==> src/rtl/spi_slave_v2.sv <==
// SPI mode-0 slave with synchronised pins, TX holding buffer,
// RX strobe and per-frame status (word count, partial, underrun).
//
// Ports:
//   clk, rst_n          system clock, async active-low reset
//   sclk, cs_n, mosi    SPI pins from the master (asynchronous)
//   miso, miso_oe       SPI data back to the master and pad enable
//   tx_data/valid/ready host-side TX holding register handshake
//   rx_data, rx_valid   last complete word and its one-cycle strobe
//   busy                frame in progress
//   frame_done          one-cycle end-of-frame strobe
//   frame_words         complete words in the last frame (saturating)
//   frame_partial       last frame ended mid-word
//   tx_underrun         a word was sent from an empty holding register
module spi_slave_v2 #(
  parameter int DATA_WIDTH = 8,
  parameter int CNT_WIDTH  = 4
) (
  input  logic                  clk,
  input  logic                  rst_n,
  input  logic                  sclk,
  input  logic                  cs_n,
  input  logic                  mosi,
  output logic                  miso,
  output logic                  miso_oe,
  input  logic [DATA_WIDTH-1:0] tx_data,
  input  logic                  tx_valid,
  output logic                  tx_ready,
  output logic [DATA_WIDTH-1:0] rx_data,
  output logic                  rx_valid,
  output logic                  busy,
  output logic                  frame_done,
  output logic [CNT_WIDTH-1:0]  frame_words,
  output logic                  frame_partial,
  output logic                  tx_underrun
);

  localparam int BW = (DATA_WIDTH > 1) ? $clog2(DATA_WIDTH) : 1;
  localparam logic [BW-1:0] LAST_BIT = BW'(DATA_WIDTH - 1);

  typedef enum logic {
    IDLE,
    ACTIVE
  } state_e;

  // Pin synchronisers; index 0 is the first flop.
  logic [2:0] sclk_q;
  logic [2:0] cs_q;
  logic [1:0] mosi_q;

  logic sclk_rise;
  logic sclk_fall;
  logic cs_fall;
  logic cs_rise;

  // The cs_n chain resets low so that a cs_n still held low
  // when reset releases produces no falling edge; the rising
  // edge seen at power-up lands in IDLE and is ignored.
  always_ff @(posedge clk or negedge rst_n) begin
    if (!rst_n) begin
      sclk_q <= '0;
      cs_q   <= '0;
      mosi_q <= '0;
    end else begin
      sclk_q <= {sclk_q[1:0], sclk};
      cs_q   <= {cs_q[1:0], cs_n};
      mosi_q <= {mosi_q[0], mosi};
    end
  end

  assign sclk_rise = sclk_q[1] & ~sclk_q[2];
  assign sclk_fall = ~sclk_q[1] & sclk_q[2];
  assign cs_fall   = ~cs_q[1] & cs_q[2];
  assign cs_rise   = cs_q[1] & ~cs_q[2];

  state_e                state_q, state_d;
  logic [BW-1:0]         bit_cnt_q, bit_cnt_d;
  logic [CNT_WIDTH-1:0]  word_cnt_q, word_cnt_d;
  logic [DATA_WIDTH-1:0] tx_shift_q, tx_shift_d;
  logic [DATA_WIDTH-1:0] rx_shift_q, rx_shift_d;
  logic [DATA_WIDTH-1:0] hold_q, hold_d;
  logic                  hold_full_q, hold_full_d;
  logic [DATA_WIDTH-1:0] rx_data_q, rx_data_d;
  logic                  rx_valid_q, rx_valid_d;
  logic                  frame_done_q, frame_done_d;
  logic [CNT_WIDTH-1:0]  frame_words_q, frame_words_d;
  logic                  frame_partial_q, frame_partial_d;
  logic                  underrun_q, underrun_d;

  logic                  load;
  logic                  accept;
  logic [DATA_WIDTH-1:0] rx_next;

  assign rx_next = {rx_shift_q[DATA_WIDTH-2:0], mosi_q[1]};
  assign accept  = tx_valid & ~hold_full_q;

  always_ff @(posedge clk or negedge rst_n) begin
    if (!rst_n) begin
      state_q         <= IDLE;
      bit_cnt_q       <= '0;
      word_cnt_q      <= '0;
      tx_shift_q      <= '0;
      rx_shift_q      <= '0;
      hold_q          <= '0;
      hold_full_q     <= 1'b0;
      rx_data_q       <= '0;
      rx_valid_q      <= 1'b0;
      frame_done_q    <= 1'b0;
      frame_words_q   <= '0;
      frame_partial_q <= 1'b0;
      underrun_q      <= 1'b0;
    end else begin
      state_q         <= state_d;
      bit_cnt_q       <= bit_cnt_d;
      word_cnt_q      <= word_cnt_d;
      tx_shift_q      <= tx_shift_d;
      rx_shift_q      <= rx_shift_d;
      hold_q          <= hold_d;
      hold_full_q     <= hold_full_d;
      rx_data_q       <= rx_data_d;
      rx_valid_q      <= rx_valid_d;
      frame_done_q    <= frame_done_d;
      frame_words_q   <= frame_words_d;
      frame_partial_q <= frame_partial_d;
      underrun_q      <= underrun_d;
    end
  end

  always_comb begin
    state_d         = state_q;
    bit_cnt_d       = bit_cnt_q;
    word_cnt_d      = word_cnt_q;
    tx_shift_d      = tx_shift_q;
    rx_shift_d      = rx_shift_q;
    hold_d          = hold_q;
    hold_full_d     = hold_full_q;
    rx_data_d       = rx_data_q;
    rx_valid_d      = 1'b0;
    frame_done_d    = 1'b0;
    frame_words_d   = frame_words_q;
    frame_partial_d = frame_partial_q;
    underrun_d      = underrun_q;
    load            = 1'b0;

    unique case (state_q)
      IDLE: begin
        if (cs_fall) begin
          state_d    = ACTIVE;
          bit_cnt_d  = '0;
          word_cnt_d = '0;
          load       = 1'b1;
        end
      end
      ACTIVE: begin
        // cs_rise takes priority over any sclk edge.
        if (cs_rise) begin
          state_d         = IDLE;
          frame_done_d    = 1'b1;
          frame_words_d   = word_cnt_q;
          frame_partial_d = (bit_cnt_q != '0);
          underrun_d      = 1'b0;
        end else if (sclk_rise) begin
          rx_shift_d = rx_next;
          if (bit_cnt_q == LAST_BIT) begin
            bit_cnt_d  = '0;
            rx_data_d  = rx_next;
            rx_valid_d = 1'b1;
            if (word_cnt_q != '1) begin
              word_cnt_d = word_cnt_q + CNT_WIDTH'(1);
            end
          end else begin
            bit_cnt_d = bit_cnt_q + BW'(1);
          end
        end else if (sclk_fall) begin
          if (bit_cnt_q != '0) begin
            tx_shift_d = {tx_shift_q[DATA_WIDTH-2:0], 1'b0};
          end else begin
            load = 1'b1;
          end
        end
      end
    endcase

    // A load always takes the pre-acceptance holding contents,
    // so a word accepted in the same cycle waits for the next load.
    if (load) begin
      hold_full_d = 1'b0;
      if (hold_full_q) begin
        tx_shift_d = hold_q;
      end else begin
        tx_shift_d = '1;
        underrun_d = 1'b1;
      end
    end

    if (accept) begin
      hold_d      = tx_data;
      hold_full_d = 1'b1;
    end
  end

  assign busy          = (state_q == ACTIVE);
  assign miso_oe       = busy;
  assign miso          = busy & tx_shift_q[DATA_WIDTH-1];
  assign tx_ready      = ~hold_full_q;
  assign rx_data       = rx_data_q;
  assign rx_valid      = rx_valid_q;
  assign frame_done    = frame_done_q;
  assign frame_words   = frame_words_q;
  assign frame_partial = frame_partial_q;
  assign tx_underrun   = underrun_q;

endmodule

==> config.mk <==
export PLATFORM = sky130hd
export DESIGN_NAME = spi_slave_v2
export DESIGN_NICKNAME = d
export VERILOG_FILES = /design/src/rtl/spi_slave_v2.sv
export SDC_FILE = /design/constraint.sdc
export NUM_CORES = 1
export LEC_CHECK = 0
export CAP_MARGIN = 20
export CORE_UTILIZATION = 53
export DETAILED_ROUTE_END_ITERATION = 8
export PLACE_DENSITY_LB_ADDON = 0.1
export SLEW_MARGIN = 20
export SYNTH_ARGS = -nofsm -noshare
export SYNTH_HDL_FRONTEND = slang
export SYNTH_SLANG_ARGS = --single-unit
==> constraint.sdc <==
create_clock -name clk -period 2.45 [get_ports clk]
set_clock_uncertainty 0.2 [all_clocks]
set_input_delay 0.245 -clock clk [delete_from_list [all_inputs] [get_ports clk]]
set_output_delay 0.245 -clock clk [all_outputs]
set_load 0.02 [all_outputs]
# After elaboration in Yosys (flattened, before gate mapping)
# Cells that the tools add are included.
# Widths: inputs -> output; s select.
# word_totals
output_inout_bits	20
in_bits	14
register_bits	56
# classes
bitwise_logic	13
n_eq_ne	9
n_mux	38
n_addsub	2
n_reduce_logical	11
# op_table
operator	n
$mux 8	7
$mux 4	5
$mux 1	18
$mux 3	4
$reduce_and 5->1	2
$ne 2x1->1 const B	4
$pmux 4 s2	1
$reduce_bool 2->1	4
$not 1->1	7
$and 1x1->1	6
$ne 2x2->1 const B	3
$pmux 3 s2	1
$reduce_and 3->1	2
$add 4x1->4 const B	1
$ne 4x4->1 const B	1
$pmux 1 s2	2
$reduce_and 4->1	1
$add 3x1->3 const B	1
$eq 3x3->1 const B	1
$reduce_bool 3->1	1
$reduce_and 2->1	1

# Depth between registers and ports, before layout
# depth
word_depth	8
ltp_mapped	6
mapped_depth_nobuf	6

# Worst setup path before layout
# OpenSTA, ideal clock, no wires.
# synth_timing
path_kind	register to register
start	register bit_cnt_q[0]
end	register word_cnt_q[0]
path_slack_ns	0.753
stages_incl_launch_ff	6
arrival_time_ns	1.372
path_buffers	0
path_cell_list	dfrtp_1 -> ha_1 -> ha_1 -> a21boi_1 -> nor2_1 -> mux2_2
# synth_via
elab_chain_len	3
# synth_rtl
element	line_no	source
start: declaration	77	logic [BW-1:0] bit_cnt_q, bit_cnt_d;
start signal: assignment	114	bit_cnt_q <= bit_cnt_d;
$eq 3x3->1	164	if (bit_cnt_q == LAST_BIT) begin
$ne 2x1->1 (no line)	n/a	
$reduce_and 5->1 (no line)	n/a	
end signal: assignment	115	word_cnt_q <= word_cnt_d;
end: declaration	78	logic [CNT_WIDTH-1:0] word_cnt_q, word_cnt_d;
# No other way between the ends.
# A chain may end at the register's enable or synchronous reset.

# Worst setup path in the final report
# layout_timing
start	register state_q, in the netlist busy
end	output miso
# layout_via
elab_chain_len	1
# layout_rtl
element	line_no	source
start: declaration	76	state_e state_q, state_d;
start signal: assignment	113	state_q <= state_d;
$and 1x1->1	204	assign miso = busy & tx_shift_q[DATA_WIDTH-1];
end: declaration	24	output logic miso,
# No other way between the ends.

==> impl_metrics.prom <==
# TYPE chip_impl_metric gauge
chip_impl_info{name="status",value="finished, final reports clean"} 1
chip_impl_metric{name="portBuffers",unit=""} 33
chip_impl_metric{name="wire_per_inst",unit="um"} 15.0
chip_impl_metric{name="pre_cts_slack",unit="ns"} 0.492
chip_impl_info{name="regToRegEndpoint",value="rx_data[0]"} 1
chip_impl_metric{name="async_reset_ff_share",unit="%"} 100
chip_impl_metric{name="worst-endpoint-arrival",unit="ns"} 1.72
chip_impl_metric{name="fin_crit",unit="ns"} 2.17
chip_impl_metric{name="final_antenna_violating_net_count",unit=""} 0
chip_impl_metric{name="residual_drc_count",unit=""} 0
chip_impl_metric{name="finalMaxSlewViolations",unit=""} 0
chip_impl_info{name="critPathCapture",value="miso"} 1
chip_impl_metric{name="drive_above_1_share",unit="%"} 17.0
chip_impl_metric{name="drt-total-wl",unit="um"} 4080
chip_impl_info{name="worstSetupEndpointType",value="output port"} 1
chip_impl_metric{name="grt_util_all_layers",unit="%"} 21.0
chip_impl_metric{name="cts_setup_buffers",unit=""} 0
chip_impl_metric{name="timing.fmax",unit="MHz"} 461
chip_impl_metric{name="antennaDiodeCount",unit=""} 0
chip_impl_info{name="critical_path.startpoint",value="busy"} 1
chip_impl_metric{name="die-area",unit="mm2"} 0.00454
chip_impl_metric{name="die_w",unit="um"} 67.4
chip_impl_metric{name="fin_hold_ws",unit="ns"} 0.159
chip_impl_metric{name="grt_remaining_overflow",unit=""} 0
chip_impl_metric{name="pwr_density",unit="mW/mm2"} 887
chip_impl_metric{name="cts_max_path_buffers",unit=""} 2
chip_impl_metric{name="floorplan.rows",unit=""} 23
chip_impl_metric{name="synth.net_count",unit=""} 204
chip_impl_info{name="cts_tree",value="yes"} 1
chip_impl_info{name="clockRootBuffer",value="clkbuf_8"} 1
chip_impl_info{name="synth_flop_cell",value="dfrtp_1"} 1
chip_impl_metric{name="worstHoldPathCells",unit=""} 0
chip_impl_metric{name="setup_viol",unit=""} 0
chip_impl_info{name="rr_startpoint",value="busy"} 1
chip_impl_metric{name="ff2ff_path_depth",unit=""} 3
chip_impl_metric{name="cts_resized",unit=""} 0
chip_impl_metric{name="pin_count_of_the_biggest_net_entering_global_routing",unit=""} 30
chip_impl_info{name="min-delay-path-class",value="flip-flop to flip-flop"} 1
chip_impl_metric{name="die-height",unit="um"} 67.4
chip_impl_metric{name="max_cap_viol_count",unit=""} 0
chip_impl_metric{name="vdd.ir_drop.worst",unit="uV"} 594
chip_impl_metric{name="synth.yosys.seq_area_share",unit="%"} 61.8
chip_impl_metric{name="fin_crit_sh",unit="%"} 88.4
chip_impl_metric{name="critPathMaxFanout",unit=""} 14
chip_impl_metric{name="total_leakage_power",unit="nW"} 1.27
chip_impl_metric{name="clock_tree.htree_level_count",unit=""} 2
chip_impl_metric{name="clk_pin_slew_worst_paths",unit="ns"} 0.09
chip_impl_metric{name="finalPower",unit="W"} 0.00245
chip_impl_metric{name="insertion_delay",unit="ns"} 0.30
chip_impl_metric{name="cts_hold_buf",unit=""} 1
chip_impl_metric{name="design.portCount",unit=""} 34
chip_impl_metric{name="finalHoldViolations",unit=""} 0
chip_impl_metric{name="cts_num_sinks",unit=""} 56
chip_impl_metric{name="grt_pass1_vias",unit=""} 1539
chip_impl_metric{name="gp_congestion",unit=""} 0.800
chip_impl_metric{name="syn_avg_cell_area",unit="um2"} 12.2
chip_impl_metric{name="detailedRoute.firstPassIterationCount",unit=""} 4
chip_impl_metric{name="synth_warnings",unit=""} 0
chip_impl_metric{name="yosysUniqueCellTypes",unit=""} 35
chip_impl_metric{name="synth_cells",unit=""} 186
chip_impl_metric{name="antenna_violations_before_repair",unit=""} 0
chip_impl_metric{name="postSynthRegisterBits",unit=""} 56
chip_impl_metric{name="register_area",unit="mm2"} 0.00140
chip_impl_metric{name="synth.cell_area",unit="mm2"} 0.00227
chip_impl_metric{name="setup.reg_to_reg.worst_slack",unit="ns"} 0.45
chip_impl_metric{name="filler_cell_count",unit=""} 294
chip_impl_metric{name="worst_margin_slew",unit="ns"} 0.652
chip_impl_metric{name="initial_drt_markers",unit=""} 85
chip_impl_metric{name="cts_inserted_buffers",unit=""} 5
chip_impl_metric{name="synth-edff-count",unit=""} 0
chip_impl_metric{name="multi_input_area",unit="um2"} 810
chip_impl_metric{name="slew_headroom",unit="%"} 56.4
chip_impl_metric{name="hpwl",unit="um"} 2950
chip_impl_metric{name="drt-vias-per-instance",unit=""} 5.46
chip_impl_metric{name="setup_total_negative_slack",unit="ns"} 0
chip_impl_metric{name="grt_pass1_wl",unit="um"} 6940
chip_impl_metric{name="layout-area-overhead-vs-synth",unit="%"} 21.7
chip_impl_metric{name="detailroute.via_count",unit=""} 1490
chip_impl_metric{name="core-area",unit="mm2"} 0.00406
chip_impl_info{name="rsz0062_at_grt",value="no"} 1
chip_impl_metric{name="setup_ws",unit="ns"} 0.283
chip_impl_metric{name="worst_endpoint_required_time",unit="ns"} 2.01
chip_impl_info{name="critical_path.startpoint_type",value="flip-flop"} 1
chip_impl_metric{name="start_util",unit="%"} 55.9
chip_impl_metric{name="nets_final",unit=""} 241
chip_impl_info{name="critical_path_class",value="flip-flop to output port"} 1
==> per-layer routing <==
layer | track usage, % | up-vias | wire (um)
met5 | 0 | - | 0
met4 | 7.18 | 0 | 42
met3 | 5.57 | 5 | 126
met2 | 34.6 | 36 | 1990
met1 | 26.7 | 728 | 1930
li1 | - | 721 | -
==> metrics by stage <==
step	instances	cell area, um2	utilization (%)
floorplan	186	2270	-
global placement	265	2650	65.4
detailed placement	265	2650	65.4
CTS	273	2760	68.0
global route	273	2760	68.0
finish	273	2760	68.0
==> area by class of cell <==
type | count | share of cell area (%)
inverters | 5 | 0.680
multi-input cells | 118 | 29.3
clock buffers | 7 | 3.49
well taps | 50 | 2.27
flip-flops and latches | 56 | 50.8
repair buffers | 37 | 13.4
==> synth_stat cells (all sizes together), types with 2 or more instances <==
| cell | count | share of area (%) |
|---|---|---|
| a21o | 3 | 0.99 |
| and2 | 2 | 0.55 |
| and4b | 2 | 0.88 |
| buf | 6 | 1.5 |
| dfrtp | 56 | 62 |
| ha | 4 | 2.2 |
| inv | 5 | 0.83 |
| mux2 | 21 | 10 |
| nand2 | 28 | 4.7 |
| nand2b | 2 | 0.66 |
| nand3 | 5 | 1.1 |
| nand4b | 2 | 1.0 |
| nor2 | 8 | 1.3 |
| nor2b | 3 | 0.83 |
| nor3 | 21 | 4.6 |
| nor3b | 2 | 0.88 |
| o21ai | 3 | 0.66 |
| o31ai | 2 | 0.66 |
==> registers in the layout (all words and copies together) (netlist names) <==
| name | cells |
|---|---|
| hold_full_q | 1 |
| tx_shift_q | 8 |
| frame_words | 4 |
| hold_q | 8 |
| sclk_q | 3 |
| frame_done | 1 |
| busy | 1 |
| bit_cnt_q | 3 |
| rx_shift_q | 7 |
| tx_underrun | 1 |
| rx_valid | 1 |
| mosi_q | 2 |
| frame_partial | 1 |
| rx_data | 8 |
| word_cnt_q | 4 |
| cs_q | 3 |
==> worst min-delay path by stage <==
stage	from	end	slack [ns]
after floorplan	rst_n	bit_cnt_q[0]	-0.25
after global placement	rst_n	frame_done	0.09
after detailed placement	rst_n	frame_done	0.11
after CTS	mosi_q[0]	mosi_q[1]	0.16
after global routing	mosi	mosi_q[0]	0.16
final	sclk_q[0]	sclk_q[1]	0.16
==> report_power, final <==
group	switching [W]	internal (W)	leakage [nW]
clock	0.000277	0.000252	0.0503
combinational	0.000286	0.000309	0.522
sequential	0.000171	0.00115	0.699
total	0.000734	0.00171	1.27
==> cell families after synthesis <==
| group | synth area share [%] |
|---|---|
| multiplexers | 10.9 |
| AO/OA/AOI/OAI | 5.19 |
| buffers and inverters | 2.48 |
| flip-flops | 61.8 |
| adder cells (fa/ha/maj) | 2.21 |
| AND/OR/NAND/NOR | 17.4 |
==> critical path: stages (launching register included) <==
cell	delay [ns]
dfrtp_1	0.61
and2_1	0.21
clkdlybuf4s50_1	0.60
==> layout by cell type (no fill, tap or decap), types with 2 or more instances in the layout <==
| cell type | count |
|---|---|
| a21o_1 | 3 |
| o21ai_0 | 3 |
| ha_1 | 4 |
| nor2b_1 | 3 |
| and4b_1 | 2 |
| inv_1 | 5 |
| nand2_1 | 27 |
| dfrtp_1 | 56 |
| nor3_1 | 21 |
| nor2_1 | 8 |
| o31ai_1 | 2 |
| nand3_1 | 5 |
| buf_4 | 2 |
| and2_1 | 2 |
| clkbuf_8 | 7 |
| mux2_2 | 21 |
| clkdlybuf4s50_1 | 32 |
Note: power is estimated with default switching activity, not from simulation.
